--- src/rtl/fpga_status_seq.sv ---
`default_nettype none
// ============================================================================
// Module      : fpga_status_seq
// Description : Board-level status sequencer for one to eight compute cores.
//               After reset release it holds the cores in reset for a fixed
//               number of cycles. It then runs them under a watchdog and
//               latches one terminal outcome: PASS, FAIL or TOUT. The outcome
//               is shown on four status LEDs.
// Revision    : 1.0 - initial release
// ----------------------------------------------------------------------------
// Parameters
//   NCORES         : number of monitored core channels (1..8)
//   HOLD_CYCLES    : cycles core_reset is held after synchronised release (>=1)
//   TIMEOUT_CYCLES : watchdog limit while running (>=2)
//   BLINK_LOG2     : log2 of heartbeat half-period in cycles
// Ports
//   ph1        in   1       sole clock, rising edge
//   reset      in   1       asynchronous active-low reset
//   pass       in   NCORES  per-core success level
//   fail       in   NCORES  per-core failure level
//   core_reset out  1       active-high reset to the cores
//   leds       out  4       {running, succeeded, failed, power}
//   core_done  out  NCORES  sticky per-core done flags
//   timeout    out  1       watchdog expiry flag
// Build option
//   FPGA_STATUS_HEARTBEAT_EN : when defined, the running LED blinks with a
//                              half-period of 2**BLINK_LOG2 cycles instead of
//                              staying steady.
// ============================================================================
module fpga_status_seq #(
  parameter int unsigned NCORES         = 1,
  parameter int unsigned HOLD_CYCLES    = 16,
  parameter int unsigned TIMEOUT_CYCLES = 2**20,
  parameter int unsigned BLINK_LOG2     = 22
) (
  input  logic              ph1,
  input  logic              reset,
  input  logic [NCORES-1:0] pass,
  input  logic [NCORES-1:0] fail,
  output logic              core_reset,
  output logic [3:0]        leds,
  output logic [NCORES-1:0] core_done,
  output logic              timeout
);

  localparam logic [2:0] S_HOLD = 3'd0;
  localparam logic [2:0] S_RUN  = 3'd1;
  localparam logic [2:0] S_PASS = 3'd2;
  localparam logic [2:0] S_FAIL = 3'd3;
  localparam logic [2:0] S_TOUT = 3'd4;

  localparam int unsigned     HOLD_W    = (HOLD_CYCLES > 1) ? $clog2(HOLD_CYCLES) : 1;
  localparam int unsigned     WD_W      = $clog2(TIMEOUT_CYCLES);
  localparam logic [HOLD_W-1:0] HOLD_LAST = HOLD_W'(HOLD_CYCLES - 1);
  localparam logic [WD_W-1:0]   WD_LAST   = WD_W'(TIMEOUT_CYCLES - 1);

  logic [1:0]        sync_q;
  logic              released;
  logic [2:0]        state_q, state_d;
  logic [HOLD_W-1:0] hold_q, hold_d;
  logic [WD_W-1:0]   wd_q, wd_d;
  logic [NCORES-1:0] done_q, done_d;
  logic              core_reset_q, core_reset_d;
  logic [3:0]        leds_q, leds_d;
  logic              timeout_q, timeout_d;
  logic              run_led;

  // Reset release is synchronised through two flops. Assertion still acts
  // asynchronously on every register through the reset pin.
  always_ff @(posedge ph1 or negedge reset) begin
    if (!reset) sync_q <= 2'b00;
    else        sync_q <= {sync_q[0], 1'b1};
  end
  assign released = sync_q[1];

  // State register, including the counters and sticky done flags.
  always_ff @(posedge ph1 or negedge reset) begin
    if (!reset) begin
      state_q <= S_HOLD;
      hold_q  <= '0;
      wd_q    <= '0;
      done_q  <= '0;
    end else begin
      state_q <= state_d;
      hold_q  <= hold_d;
      wd_q    <= wd_d;
      done_q  <= done_d;
    end
  end

  // Next-state logic. Both counters stop at their limit and never wrap,
  // because reaching the limit always forces a state change.
  always_comb begin
    state_d = state_q;
    hold_d  = hold_q;
    wd_d    = wd_q;
    done_d  = done_q;
    case (state_q)
      S_HOLD: begin
        if (released) begin
          if (hold_q == HOLD_LAST) state_d = S_RUN;
          else                     hold_d  = hold_q + 1'b1;
        end
      end
      S_RUN: begin
        done_d = done_q | pass | fail;
        // Priority: fail, then completion, then watchdog.
        if (|fail)                state_d = S_FAIL;
        else if (&done_d)         state_d = S_PASS;
        else if (wd_q == WD_LAST) state_d = S_TOUT;
        else                      wd_d    = wd_q + 1'b1;
      end
      S_PASS, S_FAIL, S_TOUT: begin
        state_d = state_q;
      end
      default: begin
        state_d = S_HOLD;
      end
    endcase
  end

`ifdef FPGA_STATUS_HEARTBEAT_EN
  // Free-running phase divider. It restarts at zero on RUN entry, so the LED
  // begins lit. Its top bit gives the blink phase, and rollover is intended.
  logic [BLINK_LOG2:0] blink_q, blink_d;

  always_comb begin
    blink_d = '0;
    if ((state_d == S_RUN) && (state_q == S_RUN)) blink_d = blink_q + 1'b1;
  end

  always_ff @(posedge ph1 or negedge reset) begin
    if (!reset) blink_q <= '0;
    else        blink_q <= blink_d;
  end

  assign run_led = ~blink_d[BLINK_LOG2];
`else
  assign run_led = 1'b1;
`endif

  // Output logic. It decodes next state, so the registered outputs line up
  // with the state register.
  always_comb begin
    core_reset_d = (state_d != S_RUN);
    timeout_d    = (state_d == S_TOUT);
    leds_d       = {(state_d == S_RUN) & run_led,
                    (state_d == S_PASS),
                    (state_d == S_FAIL) | (state_d == S_TOUT),
                    1'b1};
  end

  always_ff @(posedge ph1 or negedge reset) begin
    if (!reset) begin
      core_reset_q <= 1'b1;
      leds_q       <= 4'b0000;
      timeout_q    <= 1'b0;
    end else begin
      core_reset_q <= core_reset_d;
      leds_q       <= leds_d;
      timeout_q    <= timeout_d;
    end
  end

  assign core_reset = core_reset_q;
  assign leds       = leds_q;
  assign core_done  = done_q;
  assign timeout    = timeout_q;

endmodule
`default_nettype wire
--- config.mk ---
export PLATFORM = sky130hd
export DESIGN_NAME = fpga_status_seq
export DESIGN_NICKNAME = d
export VERILOG_FILES = /design/src/rtl/fpga_status_seq.sv
export SDC_FILE = /design/constraint.sdc
export NUM_CORES = 1
export LEC_CHECK = 0
export BUFFER_PORTS_ARGS = -buffer_cell sky130_fd_sc_hd__buf_4
export CORE_ASPECT_RATIO = 1.4
export CORE_UTILIZATION = 56
export DETAILED_ROUTE_END_ITERATION = 16
export HOLD_SLACK_MARGIN = 0.12
export PLACE_DENSITY = 0.79
export SKIP_CTS_REPAIR_TIMING = 1
export SLEW_MARGIN = 20
export SYNTH_ARGS = -nofsm -noshare
export SYNTH_HDL_FRONTEND = slang
export SYNTH_SLANG_ARGS = --single-unit
--- constraint.sdc ---
create_clock -name ph1 -period 4.59 [get_ports ph1]
set_clock_uncertainty 0.15 [all_clocks]
set_input_delay 0.459 -clock ph1 [delete_from_list [all_inputs] [get_ports ph1]]
set_output_delay 0.459 -clock ph1 [all_outputs]
set_load 0.005 [all_outputs]
==> results.toml, run 1 <==
[setup_path]
path_buf_inv = 0
critPathSlowestCell = "nor4_4"
critPathMaxStageDelay_ns = 0.48
path_delay_family = "simple AND/OR/NAND/NOR gates"
cp_max_fo = 9
cp_cell_sequence = "ha_1 -> nand4_1 -> nor4_4 -> nand4_1 -> and3_1"
worstPathRequired_ns = 4.62
cp-start-kind = "register"
critPathCaptureType = "register"
worstPathArrival_ns = 2.04
worstRegToRegCells = 5
critPathKind = "register to register"
cp.depth = 5
crit_path_frequent_cell = "nand4_1"

[power_and_ir_drop]
p_leak_nw = 1.01
p_seq_frac = 0.496
p_sw_frac = 0.267
switchingPower_w = 0.000217
pwr_density_cell_nw_per_um2 = 422
power_frac_comb = 0.159
intPower_w = 0.000598
irDropWorstVdd_uv = 376
clkPwrFrac = 0.346

[global_route]
use_met2 = 0.387
grt_pass1_wl_um = 5350
grt_max_degree = 36
met1_usage = 0.235
grt_pass1_vias = 1233
grtUsageMet3 = 0.0753
grt_overflow = 0
busiest_layer = "met2"
antenna_found_initial = 0
grt_use_total = 0.225

[floorplanning]
num_rows = 23
start_util = 0.588
die_h_um = 67.1
core-area_sq_um = 2880
dieWidth_um = 48.5
ios = 11
dieArea_sq_um = 3250

[clocking]
cts_tree = "done"
clockRootBuffer = "clkbuf_8"
cts_max_level = 2
clockBufferDepth = 2
clk_pin_slew_worst_paths_ns = 0.07
cts_buffers = 5
cts_sinks = 35
clk_latency_ns = 0.29

[timing]
finalMaxSlewViolations = 0
fin_crit_ns = 2.01
max_freq_mhz = 497
finalCritPeriodShare = 0.438
relSlewSlack = 0.594
hold_violations = 0
setup_violations = 0
tightest_slew_ns = 0.605
rsz0062_at_grt = "no"
finalSetupTns_ns = 0
holdWs_ns = 0.227

[worst_hold_path]
min_path_type = "register to register"
hold_path_depth = 0

[synthesis]
synth-main-ff-cell = "dfrtp_1"
synth.top_cell.area_share = 0.503
syn-cell-area_sq_um = 1690
synth_edf_count = 0
syn_avg_cell_area_sq_um = 11.6
ys_seq_area_frac = 0.518
ys_top_cells_by_area = "dfrtp_1 50%, xor2_1 9.8%, nand4_1 3.0%, nor4_4 2.5%, nand2_1 2.4%"
yosysTopAreaCell = "dfrtp_1"
synthCells = 146
async_flop_share = 1.00
synth-seq-cells = 35
synth_nets = 152
ys_warn_count = 0
yosysUniqueCellTypes = 39

[placement]
placed_cell_area_sq_um = 1800
dpl.hpwl_um = 2130
place_congestion = 0.819
port_buffers = 10

[final_layout]
nFillCells = 225
antennaDiodeCount = 0
drive_gt1_frac = 0.196
final_util = 0.671
seqCellArea_sq_um = 877
finalNetCount = 168
synthToLayoutAreaGrowth_pct = 14.0
design_area_sq_um = 1930
multi_input_area_sq_um = 793

[route]
via_per_inst = 5.88
routed_wl_um = 3040
drcViolationCount = 0
drtIter0Drc = 34
drt_pass1_iterations = 4
via_count = 1176
wl_per_cell_um = 15.2
ant_nets = 0

[job]
maxCapViolCount = 0

[outcome]
status = "complete, no violations"
-- flip-flops by register name, summed over array words and instances, names as in the netlist --
| name | count |
|---|---|
| core_done | 1 |
| core_reset | 1 |
| hold_q | 4 |
| leds | 4 |
| state_q | 3 |
| sync_q | 1 |
| timeout | 1 |
| wd_q | 20 |
-- through the flow --
stage	power, W	cells	worst slack, ns
floorplan	0.000481	146	2.74
global placement	0.000526	191	2.60
detailed placement	0.000537	191	2.59
CTS	0.000827	199	2.57
global route	0.000864	200	2.39
finish	0.000815	200	2.58
-- worst reg2reg max path: stages (launching register included) --
cell     delay [ns]
dfrtp_1        0.41
ha_1           0.23
nand4_1        0.15
nor4_4         0.48
nand4_1        0.25
and3_1         0.23
-- cells in the final DEF (no fill, tap or decap), types with 2 or more instances in the layout --
cell      count
nor4_4        2
ha_1          2
and2_1        3
buf_4        10
nand2_1      11
and3_1        4
a21oi_1       7
xor2_1       19
nor3_1        6
inv_1         3
nand4_2       3
and4_1        2
xnor2_1       3
clkbuf_8      6
nand4_1       8
nand3_1       7
nor2_1        6
nor4_1        4
dfrtp_1      34
-- Yosys cell counts (all sizes together) (4+ instances only) --
library cell / count
a21oi: 8
and2: 4
and3: 4
dfrtp: 34
nand2: 11
nand3: 7
nand4: 12
nor2: 6
nor3: 7
nor4: 6
xor2: 19
-- cell type report --
type                       instances  share of cell area
multi-input combinational        106               0.411
timing repair buffer              11              0.0441
inverter                           3             0.00583
clock inverter                     2              0.0181
tap                               37              0.0240
sequential                        35               0.454
clock buffer                       6              0.0428
-- kinds of logic after synthesis --
logic type | synth area share
XOR/XNOR | 0.114
multiplexers | 0.0155
flip-flops | 0.518
AO/OA/AOI/OAI | 0.0473
adder cells (fa/ha/maj) | 0.0148
other | 0.00222
buffers and inverters | 0.0133
AND/OR/NAND/NOR | 0.275
-- worst paths after layout --
kind,from,end,slack (ns)
min in group asynchronous,reset,core_done,0.50
worst max register to register,wd_q[0],leds[3],2.58
worst max-delay path,wd_q[0],leds[3],2.58
max in group asynchronous,reset,core_reset,3.44
worst min-delay path,leds[0],sync_q[1],0.23
worst min register to register,leds[0],sync_q[1],0.23
-- power groups by stage --
stage / sequential [W] / clock (W) / combinational (W)
global route: 0.000413 / 0.000302 / 0.000149
global placement: 0.000405 / 0 / 0.000121
detailed placement: 0.000409 / 0 / 0.000128
CTS: 0.000404 / 0.000292 / 0.000131
floorplan: 0.000399 / 0 / 0.0000818
finish: 0.000404 / 0.000282 / 0.000129
-- layer usage --
metal,wire length [um],vias up
met5,0,-
met4,88,0
met3,132,10
met2,1640,32
met1,1180,577
li1,-,557
Note: power is estimated with default switching activity, not from simulation.
==> inputs of run 2 (changes only) <==
Settings changed: CORE_UTILIZATION 56 to 53, PLACE_DENSITY 0.79 to 0.78.
Clock period 4.59 ns to 1.7 ns, I/O delays scaled along.
==> results.toml, run 2 (synthesis results as in run 1) <==
[outcome]
status = "finished with violations"
violations = "negative setup slack"

[global_route]
antenna_found_initial = 0
grt_max_degree = 36
grt_use_total = 0.238
grt_overflow = 0
grt_pass1_wl_um = 5890
grt_pass1_vias = 1298

[timing]
setup_violations = 20
max_freq_mhz = 546
fin_crit_ns = 1.83
hold_violations = 0
rsz0062_at_grt = "yes"
holdWs_ns = 0.184
finalCritPeriodShare = 1.08
layout_setup_ws_ns = -0.132
finalMaxSlewViolations = 0

[route]
via_count = 1392
routed_wl_um = 4400
drt_pass1_iterations = 4
drtIter0Drc = 57
ant_nets = 0
drcViolationCount = 0
wl_per_cell_um = 18.7
via_per_inst = 5.92

[clocking]
clockRootBuffer = "clkbuf_8"
cts_max_level = 2
clk_latency_ns = 0.29
clockBufferDepth = 2
cts_sinks = 35
clk_pin_slew_worst_paths_ns = 0.07
cts_tree = "done"
cts_buffers = 5

[floorplanning]
start_util = 0.571
die_h_um = 68.9
core-area_sq_um = 2960
dieArea_sq_um = 3430
ios = 11
num_rows = 23
dieWidth_um = 49.8

[placement]
port_buffers = 10
place_ws_ns = -0.0895
dp_cells = 215
dpl.hpwl_um = 2580
place_congestion = 0.898

[final_layout]
largest_register_ffs = 20
stdcell_count = 235
largest-register = "wd_q"
finalNetCount = 203
final_cell_mix = "42 x buf_4, 33 x dfrtp_1, 19 x xor2_1, 11 x nand2_1, 8 x nand4_1"
antennaDiodeCount = 0
layout_commonest_cell = "buf_4"
drive_gt1_frac = 0.419
synthToLayoutAreaGrowth_pct = 37.4
final_util = 0.785

[setup_path]
worstPathArrival_ns = 1.86
cp-start-kind = "register"
cp-startpoint = "wd_q[1]"
reg2reg_to = "leds[3]"
cp_max_fo = 4
ff2ff_setup_slack_ns = -0.13
worstRegToRegCells = 5
cp.depth = 5
critPathCaptureType = "register"
critPathKind = "register to register"
path_delay_family = "simple AND/OR/NAND/NOR gates"
path_buf_inv = 0
cp_cell_sequence = "ha_4 -> nand4_1 -> nor4_4 -> nand4_1 -> and3_1"
critPathCapture = "leds[3]"
worstPathRequired_ns = 1.73
crit_path_frequent_cell = "nand4_1"
critPathMaxStageDelay_ns = 0.41
r2r_start = "wd_q[1]"
critPathSlowestCell = "dfrtp_1"

[power_and_ir_drop]
pwr_density_cell_nw_per_um2 = 1020
power.total_w = 0.00237
p_leak_nw = 1.20
irDropWorstVdd_uv = 957

[worst_hold_path]
min_from = "fail"
min_path_type = "primary input to register"

[job]
maxCapViolCount = 0
==> run 2: changes by cell type in the layout (fill, tap and decap cells not counted), moves of 3 or more <==
cell | previous run | this run
nor3_2 | 0 | 3
a21oi_1 | 7 | 3
buf_4 | 10 | 42
nor3_1 | 6 | 3
nor4_1 | 4 | 0
nor4_2 | 0 | 4
==> run 2: stage by stage <==
stage,instance area [sq um],TNS (ns)
floorplan,1700,-0.0447
global placement,1990,-0.0955
detailed placement,1990,-0.428
CTS,2090,-0.672
global route,2330,-2.80
finish,2330,-1.17
==> run 2: cell type report <==
cell class / count / area, sq um
Tap cell: 37 / 46.3
Clock buffer: 8 / 100
Fill cell: 162 / 638
Sequential cell: 35 / 878
Inverter: 3 / 11.3
Multi-Input combinational cell: 106 / 933
Timing Repair Buffer: 46 / 357
==> run 2: worst reg2reg max path: stages, from the launching register on <==
cell	delay (ns)
dfrtp_1	0.41
ha_4	0.18
nand4_1	0.15
nor4_4	0.32
nand4_1	0.25
and3_1	0.25
==> run 2: layer usage <==
metal | vias up | wire length, um | track usage
met5 | - | 0 | 0
met4 | 0 | 114 | 0.136
met3 | 10 | 162 | 0.0526
met2 | 47 | 2390 | 0.438
met1 | 705 | 1730 | 0.252
li1 | 630 | - | -
==> run 2: worst min path at each step <==
stage / end / slack (ns) / cells past startpoint
floorplan: core_done / -0.28 / 0
global placement: leds[3] / -0.02 / 1
detailed placement: leds[3] / -0.005 / 1
CTS: wd_q[19] / -0.31 / 1
global route: leds[1] / 0.20 / 3
finish: leds[1] / 0.18 / 3
==> run 2: power breakdown <==
| group | leakage (nW) | internal, W | switching [W] |
|---|---|---|---|
| clock | 0.0515 | 0.000370 | 0.000295 |
| sequential | 0.455 | 0.000962 | 0.000111 |
| combinational | 0.691 | 0.000345 | 0.000287 |
==> inputs of run 3 (changes only) <==
Settings changed: CELL_PAD_IN_SITES_DETAIL_PLACEMENT set to 2, CELL_PAD_IN_SITES_GLOBAL_PLACEMENT set to 2, CORE_UTILIZATION 53 to 36.
==> results.toml, run 3 (synthesis results as in run 1) <==
[setup_path]
critPathCapture = "state_q[0]"
cp-startpoint = "wd_q[1]"
cp-start-kind = "register"
worstRegToRegCells = 6
worstPathRequired_ns = 1.73
ff2ff_setup_slack_ns = -0.22
critPathCaptureType = "register"
worstPathArrival_ns = 1.95
reg2reg_to = "state_q[0]"
r2r_start = "wd_q[1]"
critPathKind = "register to register"
cp_max_fo = 4

[placement]
dpl.hpwl_um = 4070
place_congestion = 0.767
place_ws_ns = -0.198
dp_cells = 243
port_buffers = 10

[route]
drcViolationCount = 0
drtIter0Drc = 52
via_count = 1450
via_per_inst = 5.53
routed_wl_um = 6820
ant_nets = 0
drt_pass1_iterations = 4
wl_per_cell_um = 26.0

[floorplanning]
dieArea_sq_um = 4980
ios = 11
core-area_sq_um = 4540
die_h_um = 83.1
start_util = 0.373
num_rows = 29
dieWidth_um = 60.0

[final_layout]
largest-register = "wd_q"
antennaDiodeCount = 0
synthToLayoutAreaGrowth_pct = 44.7
drive_gt1_frac = 0.480
largest_register_ffs = 20
stdcell_count = 262
layout_commonest_cell = "buf_4"
finalNetCount = 205
final_cell_mix = "38 x buf_4, 30 x dfrtp_1, 18 x xor2_1, 10 x nand2_1, 8 x nand4_1"
final_util = 0.540

[global_route]
grt_use_total = 0.237
antenna_found_initial = 0
grt_pass1_vias = 1642
grt_overflow = 0
grt_max_degree = 36
grt_pass1_wl_um = 8490

[power_and_ir_drop]
intPower_w = 0.00177
clkPwrFrac = 0.301
irDropWorstVdd_uv = 573
p_sw_frac = 0.330
p_seq_frac = 0.413
p_leak_nw = 1.21
switchingPower_w = 0.000870
power_frac_comb = 0.286
power.total_w = 0.00263
pwr_density_cell_nw_per_um2 = 1080

[clocking]
cts_max_level = 2
clockBufferDepth = 2
cts_buffers = 5
cts_sinks = 35
clockRootBuffer = "clkbuf_8"
cts_tree = "done"
clk_latency_ns = 0.31
clk_pin_slew_worst_paths_ns = 0.08

[timing]
setup_violations = 17
max_freq_mhz = 520
hold_violations = 0
rsz0062_at_grt = "yes"
layout_setup_ws_ns = -0.222
finalCritPeriodShare = 1.13
fin_crit_ns = 1.92
finalMaxSlewViolations = 0

[job]
maxCapViolCount = 0

[outcome]
status = "finished with violations"
violations = "negative setup slack"

[worst_hold_path]
min_path_type = "primary input to register"
-- run 3: layer usage --
metal  track usage  wire length [um]  share of wire
met5             0                 0              0
met2         0.437              3670           0.54
met3        0.0592               187          0.027
met4         0.110               233          0.034
met1         0.232              2720           0.40
-- run 3: cell type report --
type,instances,area (sq um)
Fill cell,439,2090
Multi-Input combinational cell,106,963
Sequential cell,35,882
Timing Repair Buffer,48,403
Tap cell,62,77.6
Clock buffer,5,68.8
Clock inverter,3,43.8
Inverter,3,11.3
-- run 3: metrics by stage --
step                      TNS, ns  cell area, sq um  hold WS [ns]
after floorplan           -0.0447              1700        -0.276
after CTS                   -2.76              2160        -0.309
final                       -1.60              2450         0.176
after global placement     -0.107              2040       -0.0116
after detailed placement    -2.31              2040        0.0110
after global routing        -2.95              2450         0.222
-- run 3: critical path, cell delays in order, from the launching register on --
cell and delay (ns):
dfrtp_1 0.40, ha_2 0.23, nand4_1 0.18, nor4_4 0.27, nand4_1 0.19, buf_4 0.21, and2_1 0.18
-- run 3: power groups by stage --
stage | registers, W | clock network (W) | logic, W
global placement | 0.00105 | 0 | 0.000473
CTS | 0.00107 | 0.000788 | 0.000571
global route | 0.00110 | 0.000840 | 0.000796
detailed placement | 0.00108 | 0 | 0.000557
finish | 0.00109 | 0.000793 | 0.000754
floorplan | 0.00108 | 0 | 0.000222
-- run 3: worst min path at each step --
stage               slack, ns   endpoint  depth (start not counted)   from
floorplan               -0.28  core_done                          0  reset
global placement        -0.01    wd_q[5]                          1  reset
detailed placement       0.01  core_done                          1  reset
CTS                     -0.31    leds[3]                          1  reset
global route             0.22    leds[1]                          3   fail
finish                   0.18    leds[1]                          3   fail
